--- src/rtl/fetch_sequencer_pkg.sv ---
// rtl/fetch_sequencer_pkg.sv - shared opcodes and state encoding for the fetch sequencer
//   Contents: OP_* opcode constants and the state_t enum (S_FETCH / S_EXEC / S_HALTED).
package fetch_sequencer_pkg;

  localparam logic [3:0] OP_JC   = 4'h0;
  localparam logic [3:0] OP_JNC  = 4'h1;
  localparam logic [3:0] OP_JZ   = 4'h2;
  localparam logic [3:0] OP_JNZ  = 4'h3;
  localparam logic [3:0] OP_JMP  = 4'hE;
  localparam logic [3:0] OP_HALT = 4'hF;

  typedef enum logic [1:0] {
    S_FETCH  = 2'd0,
    S_EXEC   = 2'd1,
    S_HALTED = 2'd2
  } state_t;

endpackage

--- src/rtl/fetch_sequencer_jump_decode.sv ---
// rtl/fetch_sequencer_jump_decode.sv - combinational jump classification and condition evaluation
//   Ports: instr (opcode nibble), carry, zero (ALU flags)
//          is_jump (opcode is a two-byte jump), taken (jump condition holds)
module jump_decode
  import fetch_sequencer_pkg::*;
(
  input  logic [3:0] instr,
  input  logic       carry,
  input  logic       zero,
  output logic       is_jump,
  output logic       taken
);

  always_comb begin
    is_jump = 1'b1;
    taken   = 1'b0;
    case (instr)
      OP_JC:   taken = carry;
      OP_JNC:  taken = ~carry;
      OP_JZ:   taken = zero;
      OP_JNZ:  taken = ~zero;
      OP_JMP:  taken = 1'b1;
      default: is_jump = 1'b0;
    endcase
  end

endmodule

--- src/rtl/fetch_sequencer.sv ---
// rtl/fetch_sequencer.sv - two-phase fetch/execute controller for the 4-bit processor front end
//   Inputs : clock, reset (async, active-high), run, instr/operand (fetch register nibbles),
//            progbyte (ROM byte at current PC), carry/zero (ALU flags)
//   Outputs: en_fetch, en_pc, load_pc, load_addr, exec, phase, halted, retired
module fetch_sequencer
  import fetch_sequencer_pkg::*;
#(
  parameter int ADDR_W = 12,
  parameter int CNT_W  = 16
) (
  input  logic              clock,
  input  logic              reset,
  input  logic              run,
  input  logic [3:0]        instr,
  input  logic [3:0]        operand,
  input  logic [7:0]        progbyte,
  input  logic              carry,
  input  logic              zero,
  output logic              en_fetch,
  output logic              en_pc,
  output logic              load_pc,
  output logic [ADDR_W-1:0] load_addr,
  output logic              exec,
  output logic              phase,
  output logic              halted,
  output logic [CNT_W-1:0]  retired
);

  state_t state;
  state_t state_next;
  logic   is_jump;
  logic   taken;

  jump_decode u_jump_decode (
    .instr   (instr),
    .carry   (carry),
    .zero    (zero),
    .is_jump (is_jump),
    .taken   (taken)
  );

  always_ff @(posedge clock or posedge reset) begin
    if (reset) begin
      state <= S_FETCH;
    end else begin
      state <= state_next;
    end
  end

  always_comb begin
    state_next = state;
    case (state)
      S_FETCH:  state_next = run ? S_EXEC : S_FETCH;
      S_EXEC:   state_next = (instr == OP_HALT) ? S_HALTED : S_FETCH;
      S_HALTED: state_next = S_HALTED;
      default:  state_next = S_FETCH;
    endcase
  end

  // Outputs are forced low while reset is held so an instruction aborted
  // mid-EXEC cannot leave a strobe on the bus during the reset cycle.
  always_comb begin
    en_fetch  = 1'b0;
    en_pc     = 1'b0;
    load_pc   = 1'b0;
    load_addr = '0;
    exec      = 1'b0;
    phase     = 1'b0;
    halted    = 1'b0;
    if (!reset) begin
      case (state)
        S_FETCH: begin
          en_fetch = run;
          en_pc    = run;
        end
        S_EXEC: begin
          phase = 1'b1;
          if (is_jump) begin
            // The jump's low address byte is already on progbyte because
            // the PC advanced past the opcode byte during FETCH.
            load_pc = taken;
            en_pc   = ~taken;
            if (taken) begin
              load_addr = ADDR_W'({operand, progbyte});
            end
          end else if (instr != OP_HALT) begin
            exec = 1'b1;
          end
        end
        S_HALTED: begin
          phase  = 1'b1;
          halted = 1'b1;
        end
        default: ;
      endcase
    end
  end

  // Every EXEC cycle retires exactly one instruction, whatever follows it.
  always_ff @(posedge clock or posedge reset) begin
    if (reset) begin
      retired <= '0;
    end else if (state == S_EXEC) begin
      retired <= retired + CNT_W'(1);
    end
  end

endmodule

--- config.mk ---
export PLATFORM = sky130hd
export DESIGN_NAME = fetch_sequencer
export DESIGN_NICKNAME = d
export VERILOG_FILES = /design/src/rtl/fetch_sequencer_pkg.sv /design/src/rtl/fetch_sequencer_jump_decode.sv /design/src/rtl/fetch_sequencer.sv
export SDC_FILE = /design/constraint.sdc
export NUM_CORES = 1
export LEC_CHECK = 0
export ABC_AREA = 1
export BUFFER_PORTS_ARGS = -buffer_cell sky130_fd_sc_hd__buf_2
export CORE_ASPECT_RATIO = 0.8
export CORE_MARGIN = 3
export CORE_UTILIZATION = 42
export DETAILED_ROUTE_END_ITERATION = 12
export HOLD_SLACK_MARGIN = 0.15
export PLACE_DENSITY_LB_ADDON = 0.05
export SETUP_SLACK_MARGIN = 0.2
export SKIP_LAST_GASP = 1
export SLEW_MARGIN = 20
export SYNTH_ARGS = -nofsm -noshare
export SYNTH_HDL_FRONTEND = slang
export SYNTH_SLANG_ARGS = --single-unit
export TNS_END_PERCENT = 50
--- constraint.sdc ---
create_clock -name clock -period 1.29 [get_ports clock]
set_input_delay 0.0645 -clock clock [delete_from_list [all_inputs] [get_ports clock]]
set_output_delay 0.0645 -clock clock [all_outputs]
set_load 0.005 [all_outputs]
==> results.md <==
- Post-DR wirelength/cell: 11.7 um
- Top post-synthesis cells by area: dfrtp_1, inv_1, nand2_1, xor2_1, nor2_2
- Slew Limit Fails: 0
- Post-synth EDFFs: 0
- Post-Syn Area: 1250 um2
- Drt total wl: 3220 um
- Synthesized flop and latch total: 18
- Status: finished with violations
- Synth Area in Compound Gates: 1.30%
- Core area: 2810 um2
- Clock tree sinks: 18
- Critical path's slowest cell: dfrtp_1
- Syn_nets: 187
- VDD IR-drop max: 443 uV
- # IOs: 55
- 1st-iter DRT viols: 21
- Routing usage on met2: 28.1%
- ANT nets after route: 0
- Design Area, Final: 1860 um2
- CP endpoint kind: output pin
- Initial antenna violation count: 0
- GP Congestion: 0.799
- Global-route wire length before repair: 4820 um
- Commonest non-fill, non-tap cell in the layout: buf_2
- Clk pin slew, worst setup/hold paths: 0.06 ns
- Crit share post-route: 112%
- Maximum root-to-sink buffer count: 2
- Share of cells above drive strength 1: 48.9%
- Ys flop type: dfrtp_1
- H-tree depth: 1
- Slew headroom: 79.5%
- Final #Nets: 263
- Worst Path Max Fanout: 3
- Layout area overhead: 49.0%
- Vias per cell: 4.49
- Min cycle time layout: 1.44 ns
- Clock latency on the worst-skew pair: 0.26 ns
- Inst Count DP: 260
- Most Crowded Layer GR: met2
- Asr flop ratio synth: 100%
- CP Launch Type: register
- CP max stage delay: 0.36 ns
- ANT cells: 0
- Site Rows: 17
- GRT Util Overall: 17.8%
- DP Worst Slack: -0.0957 ns
- Netlist cell types: 28
- Non-Filler Instances: 275
- M1 GR Usage: 24.7%
- WP data arrival: 1.37 ns
- Unrepaired setup endpoints after global routing: true
- Area share of xor/xnor cells in the synthesized design: 8.31%
- Adder-cell share of the synthesized area: 4.00%
- Synth Area in Simple Gates: 36.0%
- Die width: 67.0 um
- CTS tree: built
- Multiplexer share of the synthesized area: 0.901%
- Max Cap Viol: 0
- Initial Util: 44.5%
- DP Area: 1630 um2
- Cts bufs inserted: 3
- Syn Inst Count: 162
- Die footprint: 3670 um2
- Largest family of logic cells by synthesized area: simple AND/OR/NAND/NOR gates
- Setup TNS: -2.29 ns
- Synth top area share: 36.0%
- Final Hold Fails: 0
- Via Count: 1236
- Clk_skew: 0.00663 ns
- Part of the Yosys area used for sequential elements: 36.0%
- Initial DRT Pass Iterations: 4
- Worst Hold Class: primary input to register
- Cell taking the most area after synthesis: dfrtp_1
- Number of port buffers: 54
- Top cell by count, worst path: inv_2
- Largest net degree at the start of global routing: 19
- Clock root buffer: clkbuf_8
- Slew @ Worst Pin: 0.306 ns
- Failing checks: setup timing
- Synth Warn #: 0
- FMAX: 695 MHz
- Setup-failing EPs final: 30
- Kind of critical path: register to output pin
- Commonest cells after routing, fill and taps aside: buf_2, inv_1, nand2_1
- CP cell instances: inv_2 -> buf_4 -> buf_6 -> ha_4 -> inv_2 -> nor2_2 -> buf_2
- DR DRC count: 0
- Detailed placement HPWL: 2410 um
- Die H: 54.8 um
- Vias in the first global route: 1014
- Leakage: 0.00117 uW
- Syn Area/Cell: 7.72 um2
- CP required: 1.23 ns
- Util after Layout: 66.4%
- Final worst setup slack: -0.149 ns
- Met3 usage: 5.13%
- Power per Cell Area: 604 nW/um2
- Remaining Overflow, GRT: 0
## flip-flops by register name, summed over array words and instances, names as in the netlist
| register | count |
|---|---|
| state | 2 |
| retired | 16 |
## final cells by class
| cell class | count | area, um2 |
|---|---|---|
| multi-input combinational | 104 | 738 |
| tap | 38 | 47.5 |
| clock buffer | 4 | 55.1 |
| timing repair buffer | 72 | 420 |
| inverter | 39 | 151 |
| sequential | 18 | 450 |
| fill | 253 | 945 |
## metal layers
| metal | up-vias | routed length (um) |
|---|---|---|
| li1 | 631 | - |
| met1 | 573 | 1480 |
| met2 | 30 | 1550 |
| met3 | 2 | 187 |
| met4 | 0 | 8 |
| met5 | - | 0 |
## critical path: cells and delay by family (launching register included)
| family | cells | cell delay, ns |
|---|---|---|
| fa+ha+maj | 1 | 0.25 |
| buf+inv | 5 | 0.44 |
| flops | 1 | 0.36 |
| simple gates | 1 | 0.08 |
## logic make-up (layout without fill, tap and decap cells)
logic type / count (synthesis) / in the layout
fa+ha+maj: 4 / 4
mux: 1 / 1
compound gates: 3 / 3
simple gates: 84 / 85
flops: 18 / 18
buf+inv: 41 / 115
xor+xnor: 11 / 11
## final timing paths
path / start / to / slack, ns / depth (start not counted)
max in group asynchronous: reset / retired[13] / 0.59 / 4
max reg2reg: state[1] / retired[13] / -0.11 / 10
min reg2reg: retired[13] / retired[13] / 0.49 / 2
max: state[1] / phase / -0.15 / 7
min in group asynchronous: reset / retired[14] / 0.50 / 4
min: instr[1] / state[1] / 0.17 / 3
## power breakdown
part	internal, uW	switching, uW	total, uW	leakage, uW
combinational	41.2	56.0	97.2	0.000891
clock	271	192	463	0.0000288
sequential	564	0	564	0.000246
## stage by stage
step	hold WS (ns)	total power (uW)
final	0.174	1120
after global routing	0.200	1160
after CTS	0.169	1130
after detailed placement	0.169	656
after global placement	0.176	653
after floorplan	0.0112	609
## cells in the mapped netlist, drive strengths merged (2+ instances only)
cell	n
inv	38
nand2	34
nor2	30
dfrtp	18
nand3	10
xor2	10
ha	4
nand4	4
nor3	3
buf	2
nand3b	2
o21ai	2
## repair_timing
action,4_1_cts,5_1_grt
pin swaps,5,6
endpoints found under the hold margin,20,0
resized for setup,11,11
setup endpoints to repair,32,35
buffers inserted,2,5
cloned,1,0
hold buffers,3,0
(Power assumes the default switching activity.)
